### config.mk
export PLATFORM = sky130hd
export DESIGN_NAME = imm_extend_pipe
export DESIGN_NICKNAME = d
export VERILOG_FILES = /design/src/rtl/imm_extend_pipe.sv
export SDC_FILE = /design/constraint.sdc
export NUM_CORES = 1
export LEC_CHECK = 0
export BUFFER_PORTS_ARGS = -buffer_cell sky130_fd_sc_hd__buf_2
export CAP_MARGIN = 0
export CORE_MARGIN = 3
export CORE_UTILIZATION = 52
export DETAILED_ROUTE_END_ITERATION = 16
export PLACE_DENSITY_LB_ADDON = 0.25
export SLEW_MARGIN = 5
export SYNTH_ARGS = -nofsm -noshare
export SYNTH_HDL_FRONTEND = slang
export SYNTH_SLANG_ARGS = --single-unit
### constraint.sdc
create_clock -name clk_i -period 1.72 [get_ports clk_i]
set_input_delay 0.172 -clock clk_i [delete_from_list [all_inputs] [get_ports clk_i]]
set_output_delay 0.172 -clock clk_i [all_outputs]
set_load 0.005 [all_outputs]
### src/rtl/imm_extend_pipe.sv
// Immediate extension (sign/zero/upper/branch) registered behind a valid/ready handshake.
// Latency: 1 cycle. Backpressure: 2-entry skid, ready_o is registered and drops only when the skid is occupied.
module imm_extend_pipe #(
    parameter int IN_W     = 16,
    parameter int OUT_W    = 32,
    parameter int BR_SHAMT = 2
) (
    input  logic             clk_i,
    input  logic             rst_i,
    input  logic             valid_i,
    output logic             ready_o,
    input  logic [1:0]       mode_i,
    input  logic [IN_W-1:0]  data_i,
    output logic             valid_o,
    input  logic             ready_i,
    output logic [OUT_W-1:0] data_o,
    output logic [1:0]       mode_o
);

    typedef enum logic [1:0] {
        ST_EMPTY = 2'd0,
        ST_ONE   = 2'd1,
        ST_FULL  = 2'd2
    } state_e;

    state_e             state_q, state_d;
    logic               vld_q, vld_d;
    logic               rdy_q, rdy_d;
    logic [OUT_W-1:0]   out_dat_q, out_dat_d;
    logic [1:0]         out_mode_q, out_mode_d;
    logic [OUT_W-1:0]   skid_dat_q, skid_dat_d;
    logic [1:0]         skid_mode_q, skid_mode_d;

    logic [OUT_W-1:0]   sext, zext, ext_dat;
    logic               acc, drn;

    always_comb begin
        sext = OUT_W'($signed(data_i));
        zext = OUT_W'(data_i);
        unique case (mode_i)
            2'b00:   ext_dat = sext;
            2'b01:   ext_dat = zext;
            2'b10:   ext_dat = zext << (OUT_W - IN_W);
            default: ext_dat = sext << BR_SHAMT;
        endcase
    end

    assign acc = valid_i && rdy_q;
    assign drn = vld_q && ready_i;

    always_comb begin
        state_d     = state_q;
        out_dat_d   = out_dat_q;
        out_mode_d  = out_mode_q;
        skid_dat_d  = skid_dat_q;
        skid_mode_d = skid_mode_q;
        unique case (state_q)
            ST_EMPTY: begin
                if (acc) begin
                    state_d    = ST_ONE;
                    out_dat_d  = ext_dat;
                    out_mode_d = mode_i;
                end
            end
            ST_ONE: begin
                if (acc && drn) begin
                    out_dat_d  = ext_dat;
                    out_mode_d = mode_i;
                end else if (acc) begin
                    state_d     = ST_FULL;
                    skid_dat_d  = ext_dat;
                    skid_mode_d = mode_i;
                end else if (drn) begin
                    state_d = ST_EMPTY;
                end
            end
            ST_FULL: begin
                // ready_o is low here, so only a drain can move the state
                if (drn) begin
                    state_d     = ST_ONE;
                    out_dat_d   = skid_dat_q;
                    out_mode_d  = skid_mode_q;
                    skid_dat_d  = '0;
                    skid_mode_d = 2'b00;
                end
            end
            default: state_d = ST_EMPTY;
        endcase
        vld_d = (state_d != ST_EMPTY);
        rdy_d = (state_d != ST_FULL);
    end

    always_ff @(posedge clk_i or negedge rst_i) begin
        if (!rst_i) begin
            state_q     <= ST_EMPTY;
            vld_q       <= 1'b0;
            rdy_q       <= 1'b1;
            out_dat_q   <= '0;
            out_mode_q  <= 2'b00;
            skid_dat_q  <= '0;
            skid_mode_q <= 2'b00;
        end else begin
            state_q     <= state_d;
            vld_q       <= vld_d;
            rdy_q       <= rdy_d;
            out_dat_q   <= out_dat_d;
            out_mode_q  <= out_mode_d;
            skid_dat_q  <= skid_dat_d;
            skid_mode_q <= skid_mode_d;
        end
    end

    assign ready_o = rdy_q;
    assign valid_o = vld_q;
    assign data_o  = out_dat_q;
    assign mode_o  = out_mode_q;

endmodule
# ---- Word-level counts from Yosys, hierarchy flattened
# Index checks and enable logic that the tools add are counted.
dict set report totals {
  regBits 72
  in_bits 22
}
dict set report classes {
  eq_ne 10
  mux 21
  reduce_logical 10
}
# operator count
set ops {}
lappend ops {{one-hot mux 32 bit (3 select lines)} 2}
lappend ops {{2-to-1 mux 32 bit} 5}
lappend ops {{one-hot mux 32 bit (2 select lines)} 1}
lappend ops {{2-to-1 mux 2 bit} 10}
lappend ops {{inequality test 2 bit, second input constant} 6}
lappend ops {{one-hot mux 2 bit (3 select lines)} 2}
lappend ops {{AND reduction 4 bit} 2}
lappend ops {{equality test 2 x 1 -> 1 bit, second input constant} 2}
lappend ops {{equality test 2 bit, second input constant} 2}
lappend ops {{zero test 2 bit} 2}
lappend ops {{one-hot mux 2 bit (2 select lines)} 1}
lappend ops {{nonzero test 2 bit} 2}
lappend ops {{logical AND 1 bit} 3}
lappend ops {{nonzero test 3 bit} 1}

# ---- Depth between registers and ports, before layout
# Gate-level depths: netlist of run 1.
dict set report depth {
  ltp_word 6
  mapped_depth 6
}

# ---- Worst setup path before layout of run 1
# No wires, ideal clock.
dict set report synth_timing {
  kind {register -> register}
  start {register rdy_q (netlist: ready_o)}
  end {register out_dat_q[10] (netlist: data_o[10])}
  setup_ps 125
  arrival_ps 1587
  path_slack_ps 8
  stages_incl_launch_ff 6
  n_path_buf 2
  period_less_slack_ps 1712
  cell_sequence {dfstp_2 -> nand3b_1 -> buf_2 -> o21ai_2 -> buf_4 -> mux2_2}
}
dict set report synth_via {
  elab_chain_cells 4
}
# item line
set synth_rtl {}
lappend synth_rtl {{from (decl)} 28} ;# logic rdy_q, rdy_d;
lappend synth_rtl {{from (signal assigned)} 105} ;# rdy_q <= rdy_d;
lappend synth_rtl {{logical AND 1 bit (*)} 48} ;# assign acc = valid_i && rdy_q;
lappend synth_rtl {{logical AND 1 bit} 66} ;# if (acc && drn) begin
lappend synth_rtl {{inequality test 2 bit (no line)} n/a}
lappend synth_rtl {{AND reduction 4 bit (no line) (*)} n/a}
lappend synth_rtl {{to (signal assigned)} 106} ;# out_dat_q <= out_dat_d;
lappend synth_rtl {{to (decl)} 29} ;# logic [OUT_W-1:0] out_dat_q, out_dat_d;
# Every way passes the cells marked *; elsewhere a longest branch is shown, timed or not.
# A chain may end at the register's enable or synchronous reset.

# ---- Final worst setup path of run 1
dict set report layout_timing {
  start {register vld_q (netlist: valid_o)}
  end {register skid_dat_q[5]}
}
dict set report layout_via {
  elab_chain_cells 4
}
# item line
set layout_rtl {}
lappend layout_rtl {{from (decl)} 27} ;# logic vld_q, vld_d;
lappend layout_rtl {{from (signal assigned)} 104} ;# vld_q <= vld_d;
lappend layout_rtl {{logical AND 1 bit (*)} 49} ;# assign drn = vld_q && ready_i;
lappend layout_rtl {{logical AND 1 bit} 66}
lappend layout_rtl {{inequality test 2 bit (no line)} n/a}
lappend layout_rtl {{AND reduction 4 bit (no line) (*)} n/a}
lappend layout_rtl {{to (signal assigned)} 108} ;# skid_dat_q <= skid_dat_d;
lappend layout_rtl {{to (decl)} 31} ;# logic [OUT_W-1:0] skid_dat_q, skid_dat_d;
# Marked as above.

==> run metrics, run 1 <==
outcome finished, final reports clean; Mapped Cells 389; vias in the first global route 3338; clock slew at reported path FFs 0.07 ns; Clock Root Buffer clkbuf_8; Crit path buffers/inverters 2; worst-margin pin slew 0.4853 ns; sequential area share after synthesis 0.4507; Final ANT Viol Nets 0; Levels on crit path 5; ys async rst share 1.000; Remaining DRCs 0; largest net degree at the start of global routing 73; cell family with most CP delay flip-flops; CP peak stage delay 0.46 ns; DRT iter0 DRCs 319; Ports 58; post-synthesis mux area share 0.1404; starting density of the core 0.5428; worst clock skew 0.007141 ns; Netlist Area Pre-Place 4000 um2; # setup viols final 0; xor/xnor share of the synthesized area 0; Final Hold Fails 0; initial antenna violation count 0; GR Overflow Total 0; Rows 31; All-Layer GR Usage 0.2460; Worst-Skew Late Latency ~0.34 ns; TritonRoute pass-1 iters 5; PD cells 1584 nW/um2; Core Region 7370 um2; worst hold path type primary input to flop; number of max-cap violations 0; leakage 2.040 nW; RSZ-0062 raised after global routing no; die height ~94 um; Worst Path Arrival 1.86 ns; PortBufs 57; ratio of cells with drive above 1 in the final layout 0.3318; die width 93.71 um; Fmax 614.0 MHz; post-synth cell types 38; most common cell after layout, fill and taps aside dfrtp_1; synthesis-to-layout area growth 18.36%; Final Max Slew Viols 0; post-DP HPWL 6736 um; WL/cell 18.77 um; clock sink total 72; Crit Path Class flop to flop; crit end category flop; max_slew headroom 0.6764; non-filler instance count after layout around 550; Period Utilization, post-route 0.9469; DRT Wirelength 10230 um; most frequent cells in the layout dfrtp_1, buf_2, mux2_2; mean area per synthesized cell approximately 10 um2; slowest CP cell dfrtp_1; vias per std cell 6.294; fill count 600; post-synthesis simple-gate area fraction 0.1107; Post-Place Cells roughly 530; critical path fanouts, max 18; DR vias 3430; CTS H-tree lvls 3; ys flop type dfrtp_1; global placement routability congestion ~0.82; worst-path cell chain nand4b_1, buf_4, o21ai_4, buf_12, mux2_2; CTS Buffer Depth 2; DIE AREA 8781 um2; Adder-Cell Fraction of Synth Area 0; largest family of logic cells by synthesized area compound AO/OA/AOI/OAI gates; first-pass GRT wire length 16980 um; post-synthesis register bit count 72; fin crit period between 1.5 and 2 ns; Max IR drop VDD 654.4 uV; yosys warns 0; EDFF count, synth 0; type of origin of the critical path flop; TritonCTS Buffers 9; antenna cells 0; CTS tree built; Net count, final roughly 460; R2R depth 5; Fin Setup TNS 0 ns; Req. time, crit path a little under 2 ns; Synthesized Nets a little over 400; Hold Path Stages 3; post-synthesis compound-gate area fraction 0.2424
[path summary, 6_finish.rpt]
path                               startpoint            end  slack (ns)
worst min-delay path                  valid_i        valid_o        0.19
worst max register to register        valid_o  skid_dat_q[5]        0.09
worst max-delay path                  valid_o  skid_dat_q[5]        0.09
worst min register to register  skid_dat_q[8]  skid_dat_q[8]        0.50
max in group asynchronous               rst_i     state_q[1]        0.99
min in group asynchronous               rst_i     data_o[26]        0.38
[state kept, by name, indices dropped and copies added, names as in the netlist]
name,flops
data_o,32
ready_o,1
state_q,2
skid_mode_q,2
skid_dat_q,32
valid_o,1
mode_o,2
[per-layer routing]
layer,part of all wire,up-vias,GRT usage
li1,-,1588,-
met1,0.44,1712,0.3356
met2,0.48,113,0.3950
met3,0.056,17,0.04407
met4,0.021,0,0.08424
met5,0,-,0
[tightest hold or removal path: stages]
cell     delay (ns)
buf_2          0.12
a21oi_1        0.06
o21ai_0        0.14
[kinds of logic (layout without fill, tap and decap cells)]
group,count (synthesis),count (layout)
AOI/OAI and AO/OA,141,141
buffers and inverters,50,107
DFF,72,72
muxes,50,50
and+or+nand+nor,76,76
[Yosys cell counts, drive strengths merged, types with 3 or more instances]
cell type / number / area [um2]
nor3b: 16 / 120.1
inv: 5 / 18.77
clkbuf: 22 / 82.58
dfrtp: 71 / 1777
nor2: 15 / 56.30
o31ai: 30 / 225.2
a31oi: 16 / 100.1
o211ai: 34 / 255.2
a21oi: 30 / 150.1
a211oi: 15 / 112.6
o21ai: 8 / 55.06
and2: 3 / 18.77
buf: 23 / 121.4
a21boi: 3 / 30.03
mux2: 49 / 551.8
nand2b: 16 / 100.1
nand3: 15 / 75.07
[report_power, final]
| group | total, mW | switching [mW] | internal (mW) |
|---|---|---|---|
| sequential | 2.86 | 0.408 | 2.45 |
| clock | 1.49 | 0.639 | 0.854 |
| combinational | 3.15 | 1.61 | 1.54 |
[what timing repair did]
item	CTS	global route
resized for setup	0	2
hold endpoints to repair	71	0
setup endpoints to repair	0	37
buffers inserted	0	1
hold buffers	1	0
[final cells by class]
| type | instances | area [um2] | area share |
|---|---|---|---|
| Clock buffer | 11 | 141.4 | 0.02986 |
| Clock inverter | 5 | 80.08 | 0.01691 |
| Inverter | 5 | 18.77 | 0.003964 |
| Multi-Input combinational cell | 267 | 1982 | 0.4186 |
| Sequential cell | 72 | 1804 | 0.3811 |
| Tap cell | 99 | 123.9 | 0.02616 |
| Timing Repair Buffer | 86 | 584.3 | 0.1234 |
[stage by stage]
| step | utilization | worst slack (ns) | hold slack, ns | power, mW | area [um2] |
|---|---|---|---|---|---|
| finish | 0.6424 | 0.09137 | 0.1890 | 7.500 | 4735 |
| global route | 0.6424 | 0.01835 | 0.1907 | 8.035 | 4735 |
| CTS | 0.6407 | 0.03854 | 0.1610 | 7.536 | 4722 |
| detailed placement | 0.6093 | 0.06171 | 0.2379 | 6.022 | 4491 |
| global placement | 0.6093 | 0.1355 | 0.2356 | 5.908 | 4491 |
| floorplan | - | 0.007977 | -0.1236 | 4.815 | 4000 |
No activity file was read; power rests on OpenSTA's default activity.
==> inputs of run 2 (changes only) <==
CTS_CLUSTER_SIZE = 8   (was not set)
PLACE_DENSITY_LB_ADDON = 0.08   (was 0.25)
==> run 2 against run 1 <==
Compared with the run above: sequential share of layout area decreased by 0.43 points; clock power grew 4%; clock-buffer cell count up 3; worst hold slack better by 0.022 ns; final cell count is 0.18% higher; combinational power grew 2%; utilization rose by 0.70 points; routed wire length decreased by 1.2%; via count decreased by 2.5%.
==> run metrics, run 2 (same netlist as run 1, synthesis figures left out) <==
GR Overflow Total 0 (unchanged); antenna cells 0 (unchanged); starting density of the core 0.5428 (unchanged); Core Region 7370 um2 (unchanged); worst clock skew 0.005287 ns (-0.001854 ns); clock sink total 72 (unchanged); Setup WS post-layout 0.1168 ns (+0.02539 ns); DRT iter0 DRCs 231 (-28%); type of origin of the critical path flop; CTS Buffer Depth 2 (unchanged); max_slew headroom 0.6686 (-0.007831); leakage 2.072 nW (+1.5%); initial antenna violation count 0 (unchanged); PD cells 1587 nW/um2 (+0.17%); crit end category flop; Final Max Slew Viols 0 (unchanged); Ports 58 (unchanged); Req. time, crit path 1.96 ns (about the same); Fmax 623.7 MHz (+1.6%); Period Utilization, post-route 0.9321 (-0.01476); DIE AREA 8781 um2 (unchanged); number of max-cap violations 0 (unchanged); global placement routability congestion 0.8678 (+5.3%); fin crit period 1.603 ns (-0.02539 ns); die height 93.71 um (unchanged); die width 93.71 um (unchanged); TritonRoute pass-1 iters 4 (-1); DRT Wirelength 10110 um (-1.2%); critical path fanouts, max 16 (-2); WL/cell 18.51 um (-1.4%); most common cell after layout, fill and taps aside dfrtp_1; CTS tree built; Fin Setup TNS 0 ns (unchanged); Clock Root Buffer clkbuf_8; critical path startpoint valid_o; Final Hold Fails 0 (unchanged); # setup viols final 0 (unchanged); Remaining DRCs 0 (unchanged); Worst-Skew Late Latency 0.34 ns (about the same); Rows 31 (unchanged); clock slew at reported path FFs 0.07 ns (about the same); vias in the first global route 3337 (-0.030%); non-filler instance count after layout 546 (+0.18%); outcome finished, final reports clean; Max IR drop VDD 785.5 uV (+20%); Net count, final 464 (+0.22%); ratio of cells with drive above 1 in the final layout 0.3289 (-0.002980); DR vias 3345 (-2.5%); worst-margin pin slew 0.4971 ns (+0.01175 ns); RR Startpoint valid_o; most frequent cells in the layout dfrtp_1, buf_2, mux2_2; hold slack 0.2105 ns (+0.02154 ns); HP Start valid_i; worst hold path type primary input to flop; TritonCTS Buffers 9 (unchanged); Crit Path Class flop to flop; All-Layer GR Usage 0.2477 (+0.001749); CTS H-tree lvls 3 (unchanged); vias per std cell 6.126 (-2.7%); PortBufs 57 (unchanged); pre-CTS setup slack 0.06906 ns (+0.007353 ns); Final ANT Viol Nets 0 (unchanged); largest net degree at the start of global routing 73 (unchanged); Post-Place Cells 528 (+0.19%); first-pass GRT wire length 16910 um (-0.41%); post-DP HPWL 6739 um (about the same); Tot Pwr 7.594 mW (+1.3%); synthesis-to-layout area growth 19.64%; Worst Path Arrival 1.85 ns (about the same)
-- run 2: cell count changes in the layout (fill, tap and decap cells not counted), sizes merged --
cell / change
clkinvlp: -2
clkbuf: +3
buf: +1
clkinv: -1
-- run 2: report_power, final --
part	leakage, nW	internal, mW	switching, mW
Combinational	1.05	1.58	1.62
Clock	0.117	0.938	0.613
Sequential	0.905	2.45	0.396
-- run 2: repair_timing --
action                                  4_1_cts  5_1_grt
endpoints found under the setup margin        0        1
hold buffers                                  1        0
resized for setup                             0        0
buffers inserted                              0        1
endpoints found under the hold margin        71        0
-- run 2: routing by layer --
layer | routed length [um] | track usage | vias to the layer above
li1 | - | - | 1580
met1 | 4476 | 0.3427 | 1649
met2 | 4907 | 0.3962 | 100
met3 | 506 | 0.03686 | 16
met4 | 218 | 0.08905 | 0
met5 | 0 | 0 | -
-- run 2: final timing paths --
kind	cells after the start	slack, ns	endpoint
min in group asynchronous	3	0.39	data_o[26]
min reg2reg	1	0.49	skid_dat_q[10]
max reg2reg	5	0.12	skid_dat_q[23]
min	3	0.21	valid_o
max in group asynchronous	3	1.00	ready_o
max	5	0.12	skid_dat_q[23]
-- run 2: through the flow --
step           cell area [um2]    util
2_1_floorplan             4000       -
3_3_place_gp              4536  0.6155
3_5_place_dp              4536  0.6155
4_1_cts                   4778  0.6484
5_1_grt                   4786  0.6494
6_report                  4786  0.6494
-- run 2: area by class of cell --
cell class	count	area, um2
inverters	5	18.77
clock buffers	14	172.7
flip-flops and latches	72	1803
fillers	616	2584
clock inverters	2	60.06
repair buffers	87	625.6
multi-input cells	267	1982
well taps	99	123.9
-- run 2: critical path, stage by stage, from the launching register on --
cell,delay [ns]
dfrtp_1,0.44
a21boi_1,0.30
buf_4,0.26
a21boi_2,0.09
buf_12,0.16
o31ai_1,0.25
==> inputs of run 3 (changes only) <==
CTS_BUF_LIST = sky130_fd_sc_hd__clkbuf_8 sky130_fd_sc_hd__clkbuf_16   (was not set)
==> run 3 against run 2 <==
Compared with the run above: non-clock buffer count did not move; utilization did not move; clock skew rose by 0.00073 ns; sequential power barely moved; global-route usage did not move; setup slack got worse by 0.0011 ns; largest power group unchanged.
==> run metrics, run 3 (same netlist as run 1, synthesis figures left out) <==
post-CTS sizing 0 (unchanged); R2R Setup Slk 0.12 ns (about the same); R2R depth 5 (unchanged); # setup viols final 0 (unchanged); PD cells 1585 nW/um2 (-0.11%); most common cell after layout, fill and taps aside dfrtp_1; worst-margin pin slew 0.5007 ns (+0.003653 ns); synthesis-to-layout area growth 19.64% (unchanged); worst clock skew 0.006015 ns (+0.0007287 ns); Final ANT Viol Nets 0 (unchanged); DRT iter0 DRCs 237 (+2.6%); max_slew headroom 0.6662 (-0.002435); Crit Path Class flop to flop; Fmax 623.3 MHz (about the same); starting density of the core 0.5428 (unchanged); Metal-1 WL 4523 um (+1.1%); critical path startpoint valid_o; worst hold path type primary input to flop; WL met3 450 um (-11%); Ports 58 (unchanged); GR Overflow Total 0 (unchanged); first-pass GRT wire length 16910 um (unchanged); ratio of cells with drive above 1 in the final layout 0.3289 (unchanged); post-route cell area 4786 um2 (unchanged); Worst Setup EP skid_dat_q[19]; TritonRoute pass-1 iters 4 (unchanged); clock sink total 72 (unchanged); WL met2 4916 um (+0.18%); Final Hold Fails 0 (unchanged); RR Startpoint valid_o; number of max-cap violations 0 (unchanged); die height 93.71 um (unchanged); WL/cell 18.52 um (about the same); crit end category flop; Fin Setup TNS 0 ns (unchanged); DR vias 3346 (+0.030%); outcome finished, final reports clean; Core Region 7370 um2 (unchanged); Worst Path Arrival 1.85 ns (about the same); global placement routability congestion 0.8678 (unchanged); fin crit period 1.604 ns (+0.001064 ns); antenna cells 0 (unchanged); TritonCTS Buffers 9 (unchanged); PortBufs 57 (unchanged); CTS Buffer Depth 2 (unchanged); hold slack 0.2067 ns (-0.003840 ns); Rows 31 (unchanged); Net count, final 464 (unchanged); die width 93.71 um (unchanged); Req. time, crit path 1.96 ns (about the same); vias per std cell 6.128 (about the same); Max IR drop VDD 785.3 uV (about the same); initial antenna violation count 0 (unchanged); Period Utilization, post-route 0.9327 (about the same); All-Layer GR Usage 0.2477 (unchanged); DRT Wirelength 10110 um (about the same); Final Max Slew Viols 0 (unchanged); top sig layer met4; largest net degree at the start of global routing 73 (unchanged); CTS tree built; most frequent cells in the layout dfrtp_1, buf_2, mux2_2; clock slew at reported path FFs 0.07 ns (about the same); Worst-Skew Late Latency 0.34 ns (about the same); DIE AREA 8781 um2 (unchanged); worst r2r dst skid_dat_q[19]; post-DP HPWL 6739 um (unchanged); Clock Root Buffer clkbuf_8; critical path fanouts, max 16 (unchanged); Remaining DRCs 0 (unchanged); vias in the first global route 3337 (unchanged); type of origin of the critical path flop; CTS H-tree lvls 3 (unchanged); Post-DP Area 4536 um2 (unchanged); leakage 2.080 nW (+0.40%)
[run 3: changes by cell type in the layout (fill, tap and decap cells not counted), sizes merged]
cell / change
clkbuf: -2
inv: +2
[run 3: report_power, final]
group	switching [mW]	internal [mW]
Sequential	0.397	2.45
Clock	0.616	0.926
Combinational	1.62	1.58
[run 3: worst min-delay path by stage]
stage,endpoint,startpoint,cells past startpoint
global placement,data_o[26],rst_i,2
finish,ready_o,ready_i,3
floorplan,data_o[0],rst_i,0
CTS,valid_o,valid_i,3
global route,state_q[0],ready_i,3
detailed placement,data_o[26],rst_i,2
[run 3: through the flow]
stage	power, mW	worst slack [ns]	std cells	util
floorplan	4.815	0.007977	389	-
global placement	5.983	0.1386	528	0.6155
detailed placement	6.086	0.06906	528	0.6155
CTS	7.645	0.06354	545	0.6484
global route	8.125	-0.02941	546	0.6494
finish	7.585	0.1157	546	0.6494
[run 3: cell type report]
type	count	area [um2]
clock inverters	4	67.56
clock buffers	12	165.2
well taps	99	123.9
inverters	5	18.77
multi-input cells	267	1982
fillers	616	2584
flip-flops and latches	72	1803
repair buffers	87	625.6
[run 3: metal layers]
| layer | GRT usage | up-vias |
|---|---|---|
| li1 | - | 1578 |
| met1 | 0.3427 | 1657 |
| met2 | 0.3962 | 95 |
| met3 | 0.03686 | 16 |
| met4 | 0.08905 | 0 |
| met5 | 0 | - |
[run 3: critical path: stages, from the launching register on]
cell and delay (ns):
dfrtp_1 0.44, a21boi_1 0.30, buf_4 0.26, a21boi_2 0.09, buf_12 0.16, o31ai_1 0.25
[run 3: repair_timing]
action / CTS / global route
hold buffers: 1 / 0
buffers inserted: 0 / 1
endpoints found under the setup margin: 0 / 1
hold endpoints to repair: 71 / 0
